$ cat src/rtl/zx_dma_pkg.sv
// Shared types and constants for the ZX Z80 bus-master DMA loader.
// Holds the FSM states, default timing and pointer-width helper.
package zx_dma_pkg;

  typedef enum logic [2:0] {
    S_IDLE,
    S_REQ,
    S_SETUP,
    S_STROBE,
    S_HOLD,
    S_RELEASE
  } dma_state_e;

  localparam int DEF_ADDR_W       = 16;
  localparam int DEF_DATA_W       = 8;
  localparam int DEF_FIFO_DEPTH   = 16;
  localparam int DEF_SETUP_CYCLES = 1;
  localparam int DEF_WR_CYCLES    = 4;
  localparam int DEF_ACK_TIMEOUT  = 1023;

  localparam int CNT_W = 16;

  function automatic int clog2_depth(input int depth);
    int w;
    w = 0;
    for (int i = 0; i < 31; i++) begin
      if ((1 << i) < depth) w = i + 1;
    end
    return w;
  endfunction

endpackage

$ cat src/rtl/zx_dma_fifo.sv
// Circular byte FIFO between the SD stream and the Z80 write engine.
// Read data is the current head entry (first-word fall-through).
module zx_dma_fifo
  import zx_dma_pkg::*;
#(
  parameter int DATA_W = 8,
  parameter int DEPTH  = 16
) (
  input  logic              clk,
  input  logic              rst,
  input  logic              flush,
  input  logic              push,
  input  logic [DATA_W-1:0] push_data,
  input  logic              pop,
  output logic [DATA_W-1:0] pop_data,
  output logic              full,
  output logic              empty
);

  localparam int PW = clog2_depth(DEPTH);

  logic [PW-1:0] wr_q, wr_d;
  logic [PW-1:0] rd_q, rd_d;
  logic [PW:0]   cnt_q, cnt_d;
  logic [DATA_W-1:0] mem_q [DEPTH];

  // pointer and occupancy update
  always_comb begin
    wr_d  = wr_q;
    rd_d  = rd_q;
    cnt_d = cnt_q;
    if (flush) begin
      wr_d  = '0;
      rd_d  = '0;
      cnt_d = '0;
    end else begin
      if (push) wr_d = wr_q + PW'(1);
      if (pop)  rd_d = rd_q + PW'(1);
      cnt_d = cnt_q + (PW+1)'(push) - (PW+1)'(pop);
    end
  end

  // pointer registers
  always_ff @(posedge clk) begin
    if (rst) begin
      wr_q  <= '0;
      rd_q  <= '0;
      cnt_q <= '0;
    end else begin
      wr_q  <= wr_d;
      rd_q  <= rd_d;
      cnt_q <= cnt_d;
    end
  end

  // storage array, no reset needed
  always_ff @(posedge clk) begin
    if (push) mem_q[wr_q] <= push_data;
  end

  assign pop_data = mem_q[rd_q];
  assign full     = (cnt_q == (PW+1)'(DEPTH));
  assign empty    = (cnt_q == '0);

endmodule

$ cat src/rtl/zx_bus_dma_loader.sv
// Z80 bus-master loader: BUSREQ, strobed memory writes, BUSREQ release.
// Optional checksum output enabled by defining ZX_DMA_CHECKSUM_EN.
module zx_bus_dma_loader
  import zx_dma_pkg::*;
#(
  parameter int ADDR_W       = DEF_ADDR_W,
  parameter int DATA_W       = DEF_DATA_W,
  parameter int FIFO_DEPTH   = DEF_FIFO_DEPTH,
  parameter int SETUP_CYCLES = DEF_SETUP_CYCLES,
  parameter int WR_CYCLES    = DEF_WR_CYCLES,
  parameter int ACK_TIMEOUT  = DEF_ACK_TIMEOUT
) (
  input  logic              clk_clk,
  input  logic              reset_reset,
  input  logic              cfg_start,
  input  logic [ADDR_W-1:0] cfg_addr,
  input  logic [ADDR_W-1:0] cfg_len,
  input  logic              in_valid,
  input  logic [DATA_W-1:0] in_data,
  output logic              in_ready,
  output logic              busy,
  output logic              done,
  output logic              err_timeout,
  output logic              bus_req_n,
  input  logic              bus_ack_n,
  output logic [ADDR_W-1:0] addr_out,
  output logic [DATA_W-1:0] data_out,
  output logic              data_oe,
  output logic              mreq_n,
  output logic              wr_n
`ifdef ZX_DMA_CHECKSUM_EN
  ,
  output logic [15:0]       checksum
`endif
);

  dma_state_e state_q, state_d;
  logic [CNT_W-1:0]  cnt_q, cnt_d;
  logic              loaded_q, loaded_d;
  logic [ADDR_W-1:0] addr_q, addr_d;
  logic [ADDR_W-1:0] rem_q, rem_d;
  logic [ADDR_W-1:0] acc_q, acc_d;
  logic [DATA_W-1:0] data_q, data_d;
  logic              done_q, done_d;
  logic              err_q, err_d;
  logic              ack_s1_q, ack_s2_q;

  logic              push, pop, flush;
  logic              fifo_full, fifo_empty;
  logic [DATA_W-1:0] fifo_data;

`ifdef ZX_DMA_CHECKSUM_EN
  logic [15:0] chk_q, chk_d;
`endif

  zx_dma_fifo #(
    .DATA_W (DATA_W),
    .DEPTH  (FIFO_DEPTH)
  ) u_fifo (
    .clk       (clk_clk),
    .rst       (reset_reset),
    .flush     (flush),
    .push      (push),
    .push_data (in_data),
    .pop       (pop),
    .pop_data  (fifo_data),
    .full      (fifo_full),
    .empty     (fifo_empty)
  );

  assign busy     = (state_q != S_IDLE);
  assign in_ready = busy && !fifo_full && (acc_q != '0);
  assign push     = in_valid && in_ready;

  // transfer sequencing: next state and datapath updates
  always_comb begin
    state_d  = state_q;
    cnt_d    = cnt_q;
    loaded_d = loaded_q;
    addr_d   = addr_q;
    rem_d    = rem_q;
    acc_d    = acc_q;
    data_d   = data_q;
    done_d   = 1'b0;
    err_d    = err_q;
    pop      = 1'b0;
    flush    = 1'b0;
`ifdef ZX_DMA_CHECKSUM_EN
    chk_d    = chk_q;
`endif
    if (push) acc_d = acc_q - ADDR_W'(1);
    unique case (state_q)
      S_IDLE: begin
        if (cfg_start && !done_q) begin
          if (cfg_len == '0) begin
            done_d = 1'b1;
          end else begin
            addr_d   = cfg_addr;
            rem_d    = cfg_len;
            acc_d    = cfg_len;
            err_d    = 1'b0;
            cnt_d    = '0;
            loaded_d = 1'b0;
            state_d  = S_REQ;
`ifdef ZX_DMA_CHECKSUM_EN
            chk_d    = '0;
`endif
          end
        end
      end
      S_REQ: begin
        if (!ack_s2_q) begin
          cnt_d   = '0;
          state_d = S_SETUP;
        end else if (cnt_q == CNT_W'(ACK_TIMEOUT - 1)) begin
          err_d   = 1'b1;
          flush   = 1'b1;
          done_d  = 1'b1;
          state_d = S_IDLE;
        end else begin
          cnt_d = cnt_q + CNT_W'(1);
        end
      end
      S_SETUP: begin
        if (!loaded_q) begin
          if (!fifo_empty) begin
            pop      = 1'b1;
            data_d   = fifo_data;
            loaded_d = 1'b1;
            cnt_d    = '0;
          end
        end else if (cnt_q == CNT_W'(SETUP_CYCLES - 1)) begin
          cnt_d   = '0;
          state_d = S_STROBE;
        end else begin
          cnt_d = cnt_q + CNT_W'(1);
        end
      end
      S_STROBE: begin
        if (cnt_q == CNT_W'(WR_CYCLES - 1)) begin
          cnt_d   = '0;
          state_d = S_HOLD;
        end else begin
          cnt_d = cnt_q + CNT_W'(1);
        end
      end
      S_HOLD: begin
        addr_d = addr_q + ADDR_W'(1);
        rem_d  = rem_q - ADDR_W'(1);
        cnt_d  = '0;
`ifdef ZX_DMA_CHECKSUM_EN
        chk_d  = chk_q + 16'(data_q);
`endif
        if (rem_q == ADDR_W'(1)) begin
          loaded_d = 1'b0;
          state_d  = S_RELEASE;
        end else begin
          state_d  = S_SETUP;
          loaded_d = !fifo_empty;
          if (!fifo_empty) begin
            pop    = 1'b1;
            data_d = fifo_data;
          end
        end
      end
      S_RELEASE: begin
        if (ack_s2_q) begin
          done_d  = 1'b1;
          state_d = S_IDLE;
        end
      end
      default: state_d = S_IDLE;
    endcase
  end

  // state, datapath and BUSACK synchroniser registers
  always_ff @(posedge clk_clk) begin
    if (reset_reset) begin
      state_q  <= S_IDLE;
      cnt_q    <= '0;
      loaded_q <= 1'b0;
      addr_q   <= '0;
      rem_q    <= '0;
      acc_q    <= '0;
      data_q   <= '0;
      done_q   <= 1'b0;
      err_q    <= 1'b0;
      ack_s1_q <= 1'b1;
      ack_s2_q <= 1'b1;
    end else begin
      state_q  <= state_d;
      cnt_q    <= cnt_d;
      loaded_q <= loaded_d;
      addr_q   <= addr_d;
      rem_q    <= rem_d;
      acc_q    <= acc_d;
      data_q   <= data_d;
      done_q   <= done_d;
      err_q    <= err_d;
      ack_s1_q <= bus_ack_n;
      ack_s2_q <= ack_s1_q;
    end
  end

`ifdef ZX_DMA_CHECKSUM_EN
  // running sum of written bytes
  always_ff @(posedge clk_clk) begin
    if (reset_reset) chk_q <= '0;
    else             chk_q <= chk_d;
  end
  assign checksum = chk_q;
`endif

  assign bus_req_n   = !(state_q == S_REQ || state_q == S_SETUP ||
                         state_q == S_STROBE || state_q == S_HOLD);
  assign mreq_n      = !((state_q == S_SETUP && loaded_q) ||
                         state_q == S_STROBE);
  assign wr_n        = (state_q != S_STROBE);
  assign data_oe     = (state_q == S_SETUP && loaded_q) ||
                       state_q == S_STROBE || state_q == S_HOLD;
  assign addr_out    = addr_q;
  assign data_out    = data_q;
  assign done        = done_q;
  assign err_timeout = err_q;

endmodule
$ cat config.mk
export PLATFORM = sky130hd
export DESIGN_NAME = zx_bus_dma_loader
export DESIGN_NICKNAME = d
export VERILOG_FILES = /design/src/rtl/zx_dma_pkg.sv /design/src/rtl/zx_dma_fifo.sv /design/src/rtl/zx_bus_dma_loader.sv
export SDC_FILE = /design/constraint.sdc
export NUM_CORES = 1
export LEC_CHECK = 0
export BUFFER_PORTS_ARGS = -buffer_cell sky130_fd_sc_hd__buf_4
export CORE_ASPECT_RATIO = 0.6
export CORE_MARGIN = 2
export CORE_UTILIZATION = 52
export CTS_BUF_LIST = sky130_fd_sc_hd__clkbuf_8
export CTS_CLUSTER_DIAMETER = 50
export CTS_CLUSTER_SIZE = 12
export DETAILED_ROUTE_END_ITERATION = 12
export PLACE_DENSITY = 0.71
export SLEW_MARGIN = 10
export SYNTH_ARGS = -nofsm -noshare
export SYNTH_HDL_FRONTEND = slang
export SYNTH_HIERARCHICAL = 1
export SYNTH_SLANG_ARGS = --single-unit
$ cat constraint.sdc
create_clock -name clk_clk -period 7 [get_ports clk_clk]
set_clock_uncertainty 0.15 [all_clocks]
set_input_delay 1.05 -clock clk_clk [delete_from_list [all_inputs] [get_ports clk_clk]]
set_output_delay 1.05 -clock clk_clk [all_outputs]
set_load 0.05 [all_outputs]
==> impl_metrics.toml <==
[setup_path]
worstPathArrival_ns = 4.74
crit_family = "compound AO/OA/AOI/OAI gates"
crit_path_cell_trace = "or3_1 -> nor2_1 -> a31oi_1 -> o21ai_1 -> inv_1 -> ha_1 -> inv_1 -> ha_1 -> fa_1 -> a21oi_1 -> nor2_1 -> or3_1 -> a21oi_1"
path_buf_inv = 2
slowest_stage = "o21ai_1"
cp_max_fo = 9
worstSetupEndpointType = "flip-flop"
crit_path_max_incr_delay_ns = 0.91
worstSetupPathType = "reg2reg"
r2r_cells = 13
rrSetupSlack_ns = 2.59
cp.required_ns = 7.33
startpoint_type = "flip-flop"
r2r_end = "u_fifo/cnt_q[4]"
worstReg2RegStart = "rem_q[7]"

[route]
dr_total_vias = 7214
ant_nets = 0
drc = 0
wl_per_cell_um = 19.9
via_per_inst = 6.01
first_pass_iters = 7
first_iter_violations = 806
wl_um = 23900

[sta]
fin_crit_ns = 4.41
worstMarginPinSlew_ns = 1.15
final.setup.tns_ns = 0
grt_setup_unrepaired = "no"
hold_violations = 0
finalSetupViolCount = 0
slew_violations = 0
slew-limit-headroom = 0.229
fin_crit_sh = 0.630
max_freq_mhz = 227

[finish]
layout.cells.non_filler = 1201
post-route-util = 0.592
fin_area_um2 = 11300
syn_to_final_growth_pct = 11.1
final_nets = 985
drive_gt1_frac = 0.165
antennaDiodeCount = 0

[grt]
grt_max_degree = 70
first_global_vias = 6693
overflow = 0
grt_pass1_wl_um = 37800
antenna_found_initial = 0
gr-usage-all-layers = 0.234

[pwr]
p_seq_frac = 0.444
p_int_mw = 2.35
power.leakage_nw = 3.95
clkPwrFrac = 0.202
combPwrFrac = 0.355
ir_worst_vdd_mv = 0.197
switching_share = 0.374
powerDensity_nw_per_um2 = 332
p_sw_mw = 1.41

[synthesis]
syn_nets = 921
synth_ff_type = "edfxtp_1"
yosysTopAreaCellShare = 0.377
ys_types = 74
syn_avg_cell_area_um2 = 11.9
syn_inst = 856
yosysTopAreaCell = "edfxtp_1"
synth_edf_count = 128
synth.yosys.seq_area_share = 0.568
synthTopCellsByArea = "edfxtp_1 38%, dfxtp_1 19%, mux4_2 5.3%"
yosysWarningCount = 6
ys_async_sr_fraction = 0
synth-seq-cells = 225
synthesis.area_um2 = 10200

[worst_hold_path]
holdCritPathClass = "reg2reg"
hold_path_end = "ack_s2_q"
hold_start = "ack_s1_q"
min_path_cells = 1

[cts]
cts_tree = "done"
ctsHoldBuffers = 0
cts-buffers-inserted = 23
cts_sinks = 225
clock_latency_ns = 0.54
postCtsSetupBuffers = 0
cts_root_buffer = "clkbuf_8"
clk_pin_slew_ns = 0.09
h-tree-depth = 1
cts.repair.resized = 0
clockBufferDepth = 3

[placement]
placed_cell_area_um2 = 10900
portBuffers = 76
place_inst = 1161
routabilityCongestion = 0.902
dp_hpwl_um = 16300

[job]
maxCapViolCount = 0

[floorplanning]
core-area_um2 = 19100
die_area_um2 = 20800
num_io_pins = 77
initial_core_util = 0.533
fp.dieH_um = 112
die_x_um = 185
rows = 39

[status]
status = "complete, no violations"
cell usage after synthesis, types with 7 or more instances:
library cell,count
a21oi_1,42
buf_2,7
ha_1,19
mux2i_1,10
a211oi_1,24
nand3_1,22
o21ai_0,30
clkbuf_1,27
xor2_1,9
nand2_1,57
dfxtp_1,97
inv_1,23
mux4_2,24
nor3_1,29
nand4_1,14
nor4_1,19
xnor2_1,28
o211ai_1,7
edfxtp_1,128
and2_1,21
nor2_1,84
a22oi_1,19
mux4_1,8
through the flow:
| stage | hold WS [ns] | power (mW) | worst slack (ns) |
|---|---|---|---|
| floorplan | 0.239 | 2.66 | 3.25 |
| global placement | 0.243 | 2.99 | 2.71 |
| global route | 0.281 | 3.98 | 2.25 |
| detailed placement | 0.244 | 3.00 | 2.63 |
| finish | 0.266 | 3.76 | 2.59 |
| CTS | 0.269 | 3.76 | 2.57 |
sequential cells by signal, summed over array words and instances, names as in the netlist, 3 cells and up, named ones only:
signal	count
u_fifo/mem_q	128
acc_q	16
addr_out	16
cnt_q	16
rem_q	16
data_out	8
u_fifo/cnt_q	5
u_fifo/rd_q	4
u_fifo/wr_q	4
state_q	3
cell usage in the layout (no fill, tap or decap), types with 23 or more instances in the layout:
cell type / Yosys / layout
mux4_2: 24 / 24
edfxtp_1: 128 / 128
nand2_1: 57 / 57
a211oi_1: 24 / 24
nor3_1: 29 / 29
nor2_1: 84 / 84
o21ai_0: 30 / 29
buf_4: 1 / 84
xnor2_1: 28 / 28
clkbuf_8: 0 / 23
inv_1: 23 / 36
dfxtp_1: 97 / 96
a21oi_1: 42 / 41
logic make-up after synthesis:
kind of cell             synth area share
multiplexers                       0.0857
flip-flops                          0.568
AO/OA/AOI/OAI                       0.109
adder cells (fa/ha/maj)            0.0253
XOR/XNOR                           0.0318
buffers and inverters              0.0314
AND/OR/NAND/NOR                     0.149
area by class of cell:
| class | instances | area, um2 |
|---|---|---|
| fillers | 1560 | 7810 |
| flip-flops and latches | 225 | 5790 |
| multi-input cells | 562 | 4090 |
| repair buffers | 84 | 631 |
| well taps | 266 | 333 |
| clock buffers | 23 | 317 |
| inverters | 24 | 90.1 |
| clock inverters | 17 | 77.6 |
layer usage:
layer / vias up / routed length [um] / GRT usage
met5: - / 0 / 0
li1: 3371 / - / -
met2: 298 / 9530 / 0.310
met1: 3513 / 12200 / 0.396
met3: 32 / 1910 / 0.0483
met4: 0 / 321 / 0.0381
power groups by stage:
| stage | clock network (mW) | registers, mW | logic (mW) |
|---|---|---|---|
| after global placement | 0 | 1.69 | 1.30 |
| after detailed placement | 0 | 1.69 | 1.31 |
| after global routing | 0.831 | 1.69 | 1.46 |
| after CTS | 0.775 | 1.66 | 1.32 |
| final | 0.757 | 1.67 | 1.33 |
| after floorplan | 0 | 1.76 | 0.907 |
worst max path at each step:
stage	from	slack, ns	to	cells past startpoint
after global placement	rem_q[10]	2.71	u_fifo/cnt_q[4]	13
after floorplan	in_valid	3.25	u_fifo/cnt_q[4]	13
after detailed placement	rem_q[10]	2.63	u_fifo/cnt_q[4]	13
after global routing	rem_q[7]	2.25	u_fifo/cnt_q[4]	13
final	rem_q[7]	2.59	u_fifo/cnt_q[4]	13
after CTS	rem_q[10]	2.57	u_fifo/cnt_q[4]	13
(Power assumes the default switching activity.)
